===== src/rtl/uart_tx_fifo_if.sv =====
// Byte-in / serial-out handshake bundle for uart_tx_fifo.
// slave is the transmitter side; master is the producer or bench side.
interface uart_tx_fifo_if;
  logic       i_TX_DV;
  logic [7:0] i_TX_Byte;
  logic       o_TX_Ready;
  logic       o_TX_Overflow;
  logic       o_TX_Active;
  logic       o_TX_Serial;
  logic       o_TX_Done;

  modport slave (
    input  i_TX_DV,
    input  i_TX_Byte,
    output o_TX_Ready,
    output o_TX_Overflow,
    output o_TX_Active,
    output o_TX_Serial,
    output o_TX_Done
  );

  modport master (
    output i_TX_DV,
    output i_TX_Byte,
    input  o_TX_Ready,
    input  o_TX_Overflow,
    input  o_TX_Active,
    input  o_TX_Serial,
    input  o_TX_Done
  );
endinterface


===== src/rtl/uart_tx_fifo.sv =====
// 8N1 UART transmitter fed by a small byte FIFO.
// Line, activity, done and overflow outputs are registered from the current state.
module uart_tx_fifo #(
  parameter int unsigned CLKS_PER_BIT = 217,
  parameter int unsigned FIFO_DEPTH   = 4
) (
  input logic           CLK,
  input logic           RST,
  uart_tx_fifo_if.slave tx
);

  localparam int unsigned PtrW   = $clog2(FIFO_DEPTH);
  localparam int unsigned CountW = PtrW + 1;
  localparam int unsigned BaudW  = $clog2(CLKS_PER_BIT);
  localparam logic [CountW-1:0] Full     = CountW'(FIFO_DEPTH);
  localparam logic [BaudW-1:0]  BaudLast = BaudW'(CLKS_PER_BIT - 1);

  typedef enum logic [1:0] {StIdle, StStart, StData, StStop} state_e;

  state_e             state_q, state_d;
  logic [BaudW-1:0]   baud_q, baud_d;
  logic [2:0]         bit_q, bit_d;
  logic [7:0]         shift_q, shift_d;
  logic [PtrW-1:0]    wr_ptr_q, wr_ptr_d, rd_ptr_q, rd_ptr_d;
  logic [CountW-1:0]  count_q, count_d;
  logic               serial_q, serial_d;
  logic               active_q, active_d;
  logic               done_q, done_d;
  logic               overflow_q, overflow_d;
  logic [7:0]         mem_q [FIFO_DEPTH];
  logic               wr_en, pop, baud_last;

  // Full is judged on the registered count, so a pop in the same cycle cannot rescue a write.
  assign wr_en     = tx.i_TX_DV && (count_q < Full);
  assign baud_last = (baud_q == BaudLast);

  always_comb begin
    state_d    = state_q;
    baud_d     = baud_q;
    bit_d      = bit_q;
    shift_d    = shift_q;
    serial_d   = 1'b1;
    active_d   = 1'b0;
    done_d     = 1'b0;
    pop        = 1'b0;
    overflow_d = tx.i_TX_DV && !wr_en;

    unique case (state_q)
      StIdle: begin
        if (count_q != '0) begin
          pop     = 1'b1;
          shift_d = mem_q[rd_ptr_q];
          baud_d  = '0;
          bit_d   = '0;
          state_d = StStart;
        end
      end
      StStart: begin
        serial_d = 1'b0;
        active_d = 1'b1;
        baud_d   = baud_last ? '0 : baud_q + 1'b1;
        if (baud_last) state_d = StData;
      end
      StData: begin
        serial_d = shift_q[0];
        active_d = 1'b1;
        baud_d   = baud_last ? '0 : baud_q + 1'b1;
        if (baud_last) begin
          shift_d = {1'b0, shift_q[7:1]};
          bit_d   = bit_q + 1'b1;
          if (bit_q == 3'd7) state_d = StStop;
        end
      end
      StStop: begin
        serial_d = 1'b1;
        active_d = 1'b1;
        baud_d   = baud_last ? '0 : baud_q + 1'b1;
        if (baud_last) begin
          done_d  = 1'b1;
          state_d = StIdle;
        end
      end
      default: state_d = StIdle;
    endcase

    wr_ptr_d = wr_en ? wr_ptr_q + 1'b1 : wr_ptr_q;
    rd_ptr_d = pop ? rd_ptr_q + 1'b1 : rd_ptr_q;
    count_d  = count_q;
    if (wr_en && !pop) count_d = count_q + 1'b1;
    if (!wr_en && pop) count_d = count_q - 1'b1;
  end

  always_ff @(posedge CLK or posedge RST) begin
    if (RST) begin
      state_q    <= StIdle;
      baud_q     <= '0;
      bit_q      <= '0;
      shift_q    <= '0;
      wr_ptr_q   <= '0;
      rd_ptr_q   <= '0;
      count_q    <= '0;
      serial_q   <= 1'b1;
      active_q   <= 1'b0;
      done_q     <= 1'b0;
      overflow_q <= 1'b0;
    end else begin
      state_q    <= state_d;
      baud_q     <= baud_d;
      bit_q      <= bit_d;
      shift_q    <= shift_d;
      wr_ptr_q   <= wr_ptr_d;
      rd_ptr_q   <= rd_ptr_d;
      count_q    <= count_d;
      serial_q   <= serial_d;
      active_q   <= active_d;
      done_q     <= done_d;
      overflow_q <= overflow_d;
    end
  end

  // Storage needs no reset: count and pointers decide what is valid.
  always_ff @(posedge CLK) begin
    if (wr_en) mem_q[wr_ptr_q] <= tx.i_TX_Byte;
  end

  assign tx.o_TX_Ready    = (count_q < Full);
  assign tx.o_TX_Overflow = overflow_q;
  assign tx.o_TX_Active   = active_q;
  assign tx.o_TX_Serial   = serial_q;
  assign tx.o_TX_Done     = done_q;

endmodule


===== src/flat_wrapper.sv =====
// flat-port wrapper written by rule: the top's interface ports become plain ports
module uart_tx_fifo_flat 
#(
  parameter int unsigned CLKS_PER_BIT = 217,
  parameter int unsigned FIFO_DEPTH   = 4
)
  (CLK, RST, tx_i_TX_DV, tx_i_TX_Byte, tx_o_TX_Ready, tx_o_TX_Overflow, tx_o_TX_Active, tx_o_TX_Serial, tx_o_TX_Done);
  uart_tx_fifo_if tx_i ();
  input logic CLK;
  input logic RST;
  input wire logic [$bits(tx_i.i_TX_DV)-1:0] tx_i_TX_DV;
  input wire logic [$bits(tx_i.i_TX_Byte)-1:0] tx_i_TX_Byte;
  output wire logic [$bits(tx_i.o_TX_Ready)-1:0] tx_o_TX_Ready;
  output wire logic [$bits(tx_i.o_TX_Overflow)-1:0] tx_o_TX_Overflow;
  output wire logic [$bits(tx_i.o_TX_Active)-1:0] tx_o_TX_Active;
  output wire logic [$bits(tx_i.o_TX_Serial)-1:0] tx_o_TX_Serial;
  output wire logic [$bits(tx_i.o_TX_Done)-1:0] tx_o_TX_Done;
  assign tx_i.i_TX_DV = tx_i_TX_DV;
  assign tx_i.i_TX_Byte = tx_i_TX_Byte;
  assign tx_o_TX_Ready = tx_i.o_TX_Ready;
  assign tx_o_TX_Overflow = tx_i.o_TX_Overflow;
  assign tx_o_TX_Active = tx_i.o_TX_Active;
  assign tx_o_TX_Serial = tx_i.o_TX_Serial;
  assign tx_o_TX_Done = tx_i.o_TX_Done;
  uart_tx_fifo #(.CLKS_PER_BIT(CLKS_PER_BIT), .FIFO_DEPTH(FIFO_DEPTH)) u_core (.CLK(CLK), .RST(RST), .tx(tx_i));
endmodule

===== config.mk =====
export PLATFORM = sky130hd
export DESIGN_NAME = uart_tx_fifo_flat
export DESIGN_NICKNAME = d
export VERILOG_FILES = /design/src/rtl/uart_tx_fifo_if.sv /design/src/rtl/uart_tx_fifo.sv /design/src/flat_wrapper.sv
export SDC_FILE = /design/constraint.sdc
export NUM_CORES = 1
export LEC_CHECK = 0
export ABC_AREA = 1
export CORE_ASPECT_RATIO = 1.75
export CORE_MARGIN = 4
export CORE_UTILIZATION = 56
export CTS_BUF_LIST = sky130_fd_sc_hd__clkbuf_8
export DETAILED_ROUTE_END_ITERATION = 8
export PLACE_DENSITY = 0.83
export SLEW_MARGIN = 20
export SYNTH_ARGS = -nofsm -noshare
export SYNTH_HDL_FRONTEND = slang
export SYNTH_SLANG_ARGS = --single-unit

===== constraint.sdc =====
create_clock -name CLK -period 1.85 [get_ports CLK]
set_clock_uncertainty 0.05 [all_clocks]
set_input_delay 0.37 -clock CLK [delete_from_list [all_inputs] [get_ports CLK]]
set_output_delay 0.37 -clock CLK [all_outputs]
set_load 0.03 [all_outputs]

Word-level counts from Yosys, hierarchy flattened
Memory sizes are Yosys's and may differ from the RTL's.
Index checks and enable logic that the tools add are counted.
- bits in registers: 32
- bits in latches: 0
- memory bits (writable): 32
- memory bits (read-only): 0
- bits of input ports: 11
- memories: 1
- $add $sub $neg: 6
- multipliers: 0
- div/mod/pow operators: 0
- order comparisons: 1
- equality and inequality tests: 10
- shift-type cells: 0
- mux-type cells: 25
- bitwise gates (word level): 0
- reduce and logical (&&, ||, !) cells: 13
- memories (name ; depth ; bits a word ; rd ports ; clocked after memory_dff ; write ports ; line ; source):
    u_core.mem_q ; 4 ; 8 ; 1 ; 0 ; 1 ; uart_tx_fifo.sv:30 ; logic [7:0] mem_q [FIFO_DEPTH];
- operators with widths (operator ; count):
    $mux 8 ; 4
    $pmux 8 s2 ; 2
    $mux 3 ; 4
    $mux 2 ; 5
    $ne 2x1->1 const B ; 5
    $add 8x1->8 const B ; 1
    $eq 8x8->1 const B ; 1
    $pmux 2 s4 ; 1
    $mux 1 ; 7
    $add 3x1->3 const B ; 2
    $pmux 3 s2 ; 1
    $reduce_and 5->1 ; 1
    $add 2x1->2 const B ; 2
    $eq 2x2->1 const B ; 2
    $logic_and 1x1->1 ; 4
    $reduce_bool 2->1 ; 2
    $eq 3x3->1 const B ; 1
    $lt 3x3->1 const B ; 1
    $reduce_and 3->1 ; 1
    $reduce_bool 3->1 ; 1
    $reduce_or 3->1 ; 1
    $sub 3x1->3 const B ; 1
    $eq 2x1->1 const B ; 1
    $logic_not 1->1 ; 2
    other kinds (2) ; 2

Depth between registers and ports, before layout
- depth in word-level cells: 7
- mapped depth: 10

Worst setup path after synthesis
OpenSTA, ideal clock, no wires.
- kind: register to register
- from: reg u_core.count_q[2]
- to: reg u_core.count_q[2]
- arrival time: 1.691 ns
- slack: -0.027 ns
- stages on the path, launching flop included: 9
- buffers on the path: 0
- period minus slack after synthesis: 1.877 ns
- path through: dfrtp_1 > inv_1 > nand2_1 > ha_1 > inv_1 > fa_1 > a21oi_1 > o21ai_0 > xor2_1
- RTL lines (element ; line ; source):
    from (decl) ; uart_tx_fifo.sv:25 ; logic [CountW-1:0] count_q, count_d;
    from (signal assigned) ; uart_tx_fifo.sv:113 ; count_q <= count_d;
    $lt 3x3->1 * ; -- ;
    via tx_o_TX_Ready ; flat_wrapper.sv:13 ; output wire logic [$bits(tx_i.o_TX_Ready)-1:0] tx_o_TX_Ready;
    $logic_and 1x1->1 * ; uart_tx_fifo.sv:34 ; assign wr_en = tx.i_TX_DV && (count_q < Full);
    $logic_not 1->1 ; uart_tx_fifo.sv:90 ; if (!wr_en && pop) count_d = count_q - 1'b1;
    $logic_and 1x1->1 ; uart_tx_fifo.sv:90 ;
    $mux 3 or $reduce_bool 2->1 (tied branches) ; -- ;
Mark *: on every way through the listed nets, which the timed path passes. The rest lies on a longest branch. The select of a mux whose other input is x is not followed.
A chain may end at the register's enable or synchronous reset.

Worst setup path after layout
- from: reg u_core.count_q[0]
- to: reg u_core.count_q[1]
- word-level cells in the longest chain between the ends: 6
- RTL lines (element ; line ; source):
    $reduce_bool 3->1 * ; uart_tx_fifo.sv:50 ; if (count_q != '0) begin
    $mux 1 * ; uart_tx_fifo.sv:50 ;
    $mux 1 * ; uart_tx_fifo.sv:48 ; unique case (state_q)
    via u_core.pop ; uart_tx_fifo.sv:31 ; logic wr_en, pop, baud_last;
    $logic_not 1->1 ; uart_tx_fifo.sv:89 ; if (wr_en && !pop) count_d = count_q + 1'b1;
    $logic_and 1x1->1 ; uart_tx_fifo.sv:89 ;
    $reduce_bool 2->1 (no source line) ; -- ;
Marks and branches as above.

==> flow_summary.yaml <==
status:
  outcome: "finished, final reports clean"
synthesis:
  synth_cell_type_count: 28
  ys_seq_area_frac: 0.587
  ys_warn_count: 0
  ys_seq_elements: 64
  synthCells: 305
  synth_area_sq_mm: 0.00300
  avgSynthCellArea_sq_um: 9.84
  synth_nets: 330
clocking:
  path_clk_slew_ns: 0.07
  clock_path_buffers: 2
  root_buffer: "clkbuf_8"
  cts_made_buffers: 9
  ctsHoldBuffers: 0
  tritoncts: "yes"
  clock_latency_ns: 0.35
  cts.sinks: 64
  h-tree-depth: 3
global_route:
  grt_pass1_vias: 2139
  antenna_found_initial: 0
  grt_max_degree: 33
  overflow: 0
  grt_usage: 0.189
  grt_pass1_wl_mm: 9.54
routing:
  dr_total_vias: 2113
  drc: 0
  avgRoutedWirePerCell_microns: 14.3
  firstDrtPassIters: 4
  vias_per_cell: 5.28
  final_antenna_net_count: 0
  first_iter_violations: 92
  wl_mm: 5.74
sta:
  timing.final.crit_share: 0.985
  post-route-min-period_ns: 1.82
  finalMaxSlewViolations: 0
  fin_ws_ns: 0.0281
  tightestPinTransition_ns: 0.310
  finalSetupViolations: 0
  final_hold_viol_count: 0
  max_freq_mhz: 549
  max_slew_margin: 0.793
  fin_setup_tns_ns: 0
  rsz0062_at_grt: "true"
die:
  rows: 35
  die_y_microns: 105
  fp.coreArea_sq_mm: 0.00526
  die-area_sq_mm: 0.00664
  start_util: 0.571
  dieWidth_microns: 63.3
  io_pins: 16
setup_path:
  slowest_stage: "fa_2"
  required_ns: 2.07
  crit_type: "reg2reg"
  endpoint_kind: "flop"
  cpPeakStageDelay_ns: 0.42
  path_cells: "nor2_1 > nand2_1 > nand2_4 > inv_4 > ha_4 > inv_2 > fa_2 > o21ai_0"
  worstPathArrival_ns: 2.04
  start_kind: "flop"
  path_max_fanout: 3
power_and_ir_drop:
  comb_power_share: 0.154
  ir_worst_vdd_uv: 1160
  power.switching_uw: 960
  p_leak_nw: 1.65
  p_sw_frac: 0.266
  power_mw: 3.60
  clkPwrFrac: 0.362
  p_per_area_mw_per_mm2: 1010
  internal_power_mw: 2.64
  seq_power_share: 0.483
place:
  port_buffers: 15
  dp_slack_ns: -0.188
  hpwl_mm: 3.88
  gp_congestion: 0.774
layout:
  mostFrequentLayoutCell: "nand2_1"
  final_nets: 365
  layout_common_cells: "94 x nand2_1, 37 x nand3_1, 32 x edfxtp_1, 31 x dfrtp_1, 25 x inv_1"
  synthToLayoutAreaGrowth_pct: 18.8
  diodes: 0
  drive_above_1_share: 0.165
hold_path:
  hold_path_class: "in2async"
flow_run:
  cap_viol_max_count: 0
-- area by class of cell --
class,count,area [sq um]
Sequential cell,64,1760
Fill cell,388,1690
Multi-Input combinational cell,199,1090
Timing Repair Buffer,33,295
Inverter,33,126
Clock buffer,9,124
Clock inverter,7,96.3
Tap cell,55,68.8
-- flip-flops by register name, summed over array words and instances, names as in the netlist --
register                 cells
u_core.state_q               2
u_core.rd_ptr_q              2
u_core.bit_q                 3
u_core.mem_q                32
u_core.count_q               3
u_core.shift_q               8
u_core.tx.o_TX_Overflow      1
u_core.tx.o_TX_Active        1
u_core.baud_q                8
u_core.tx.o_TX_Serial        1
u_core.tx.o_TX_Done          1
u_core.wr_ptr_q              2
-- power groups by stage --
stage                     clock network (mW)  logic, mW  registers, mW
after floorplan                            0      0.306           1.76
after global placement                     0      0.481           1.75
after detailed placement                   0      0.518           1.76
after CTS                               1.33      0.520           1.74
after global routing                    1.40      0.635           1.76
final                                   1.31      0.556           1.74
-- timing repair --
item	4_1_cts	5_1_grt
resized for setup	8	6
pin swaps	2	6
buffers inserted	2	1
setup endpoints to repair	3	2
-- critical path, delay by kind of cell, from the launching register on --
family | cells | cell delay [ns]
fa+ha+maj | 2 | 0.57
simple gates | 3 | 0.45
flops | 1 | 0.41
compound gates | 1 | 0.16
buf+inv | 2 | 0.10
-- per-layer routing --
| layer | wire length (microns) | part of all wire | up-vias | track usage |
|---|---|---|---|---|
| li1 | - | - | 1058 | - |
| met1 | 2090 | 0.36 | 1008 | 0.193 |
| met2 | 3310 | 0.58 | 33 | 0.337 |
| met3 | 173 | 0.030 | 14 | 0.0570 |
| met4 | 166 | 0.029 | 0 | 0.100 |
| met5 | 0 | 0 | - | 0 |
-- Yosys cell counts --
master    instances  area [sq um]
ha_1             13           163
o21ai_0           9          45.0
a21oi_4           1          16.3
nand2_4           3          33.8
edfxtp_1         32           961
inv_1            30           113
a21oi_1           4          20.0
xnor2_1           2          17.5
inv_2             3          11.3
nor2_4            1          11.3
nor2_1           14          52.6
or2_0             1          6.26
buf_6             2          22.5
nand2_1          96           360
or2_2             1          6.26
buf_4             2          15.0
dfstp_2           1          26.3
o22ai_1           2          12.5
nand3_1          37           185
fa_1              1          20.0
o21ai_1           1          5.00
nor2_2            1          6.26
nand3_2           1          10.0
xor2_1            5          43.8
nand2_2           1          6.26
dfrtp_1          31           776
nand4_1           5          31.3
buf_2             5          25.0
-- kinds of logic (layout without fill, tap and decap cells) --
logic type,after synthesis,after routing,share of synthesized area
AO/OA/AOI/OAI,17,17,0.0329
XOR/XNOR,7,7,0.0204
adder cells (fa/ha/maj),14,14,0.0609
buffers and inverters,42,82,0.0621
flip-flops,64,64,0.587
AND/OR/NAND/NOR,161,161,0.236
-- stage by stage --
step	hold slack (ns)	instance area, sq um	util	cells
finish	0.300	3570	0.679	400
floorplan	0.381	3010	-	305
detailed placement	0.403	3290	0.626	381
global placement	0.404	3290	0.626	381
CTS	0.301	3540	0.674	399
global route	0.307	3570	0.679	400
-- final timing paths --
kind | from | to | slack [ns] | depth (start not counted)
worst min-delay path | RST | u_core.baud_q[6]$_DFFE_PP0P_ | 0.30 | 3
min in group CLK | u_core.shift_q[0]$_DFFE_PP0P_ | u_core.tx.o_TX_Serial$_DFF_PP1_ | 0.43 | 2
worst min register to register | u_core.shift_q[0]$_DFFE_PP0P_ | u_core.tx.o_TX_Serial$_DFF_PP1_ | 0.43 | 2
max in group asynchronous | RST | u_core.tx.o_TX_Serial$_DFF_PP1_ | 1.20 | 3
worst max register to register | u_core.count_q[0]$_DFFE_PP0P_ | u_core.count_q[1]$_DFFE_PP0P_ | 0.03 | 8
worst max-delay path | u_core.count_q[0]$_DFFE_PP0P_ | u_core.count_q[1]$_DFFE_PP0P_ | 0.03 | 8
Note: power is estimated with default switching activity, not from simulation.
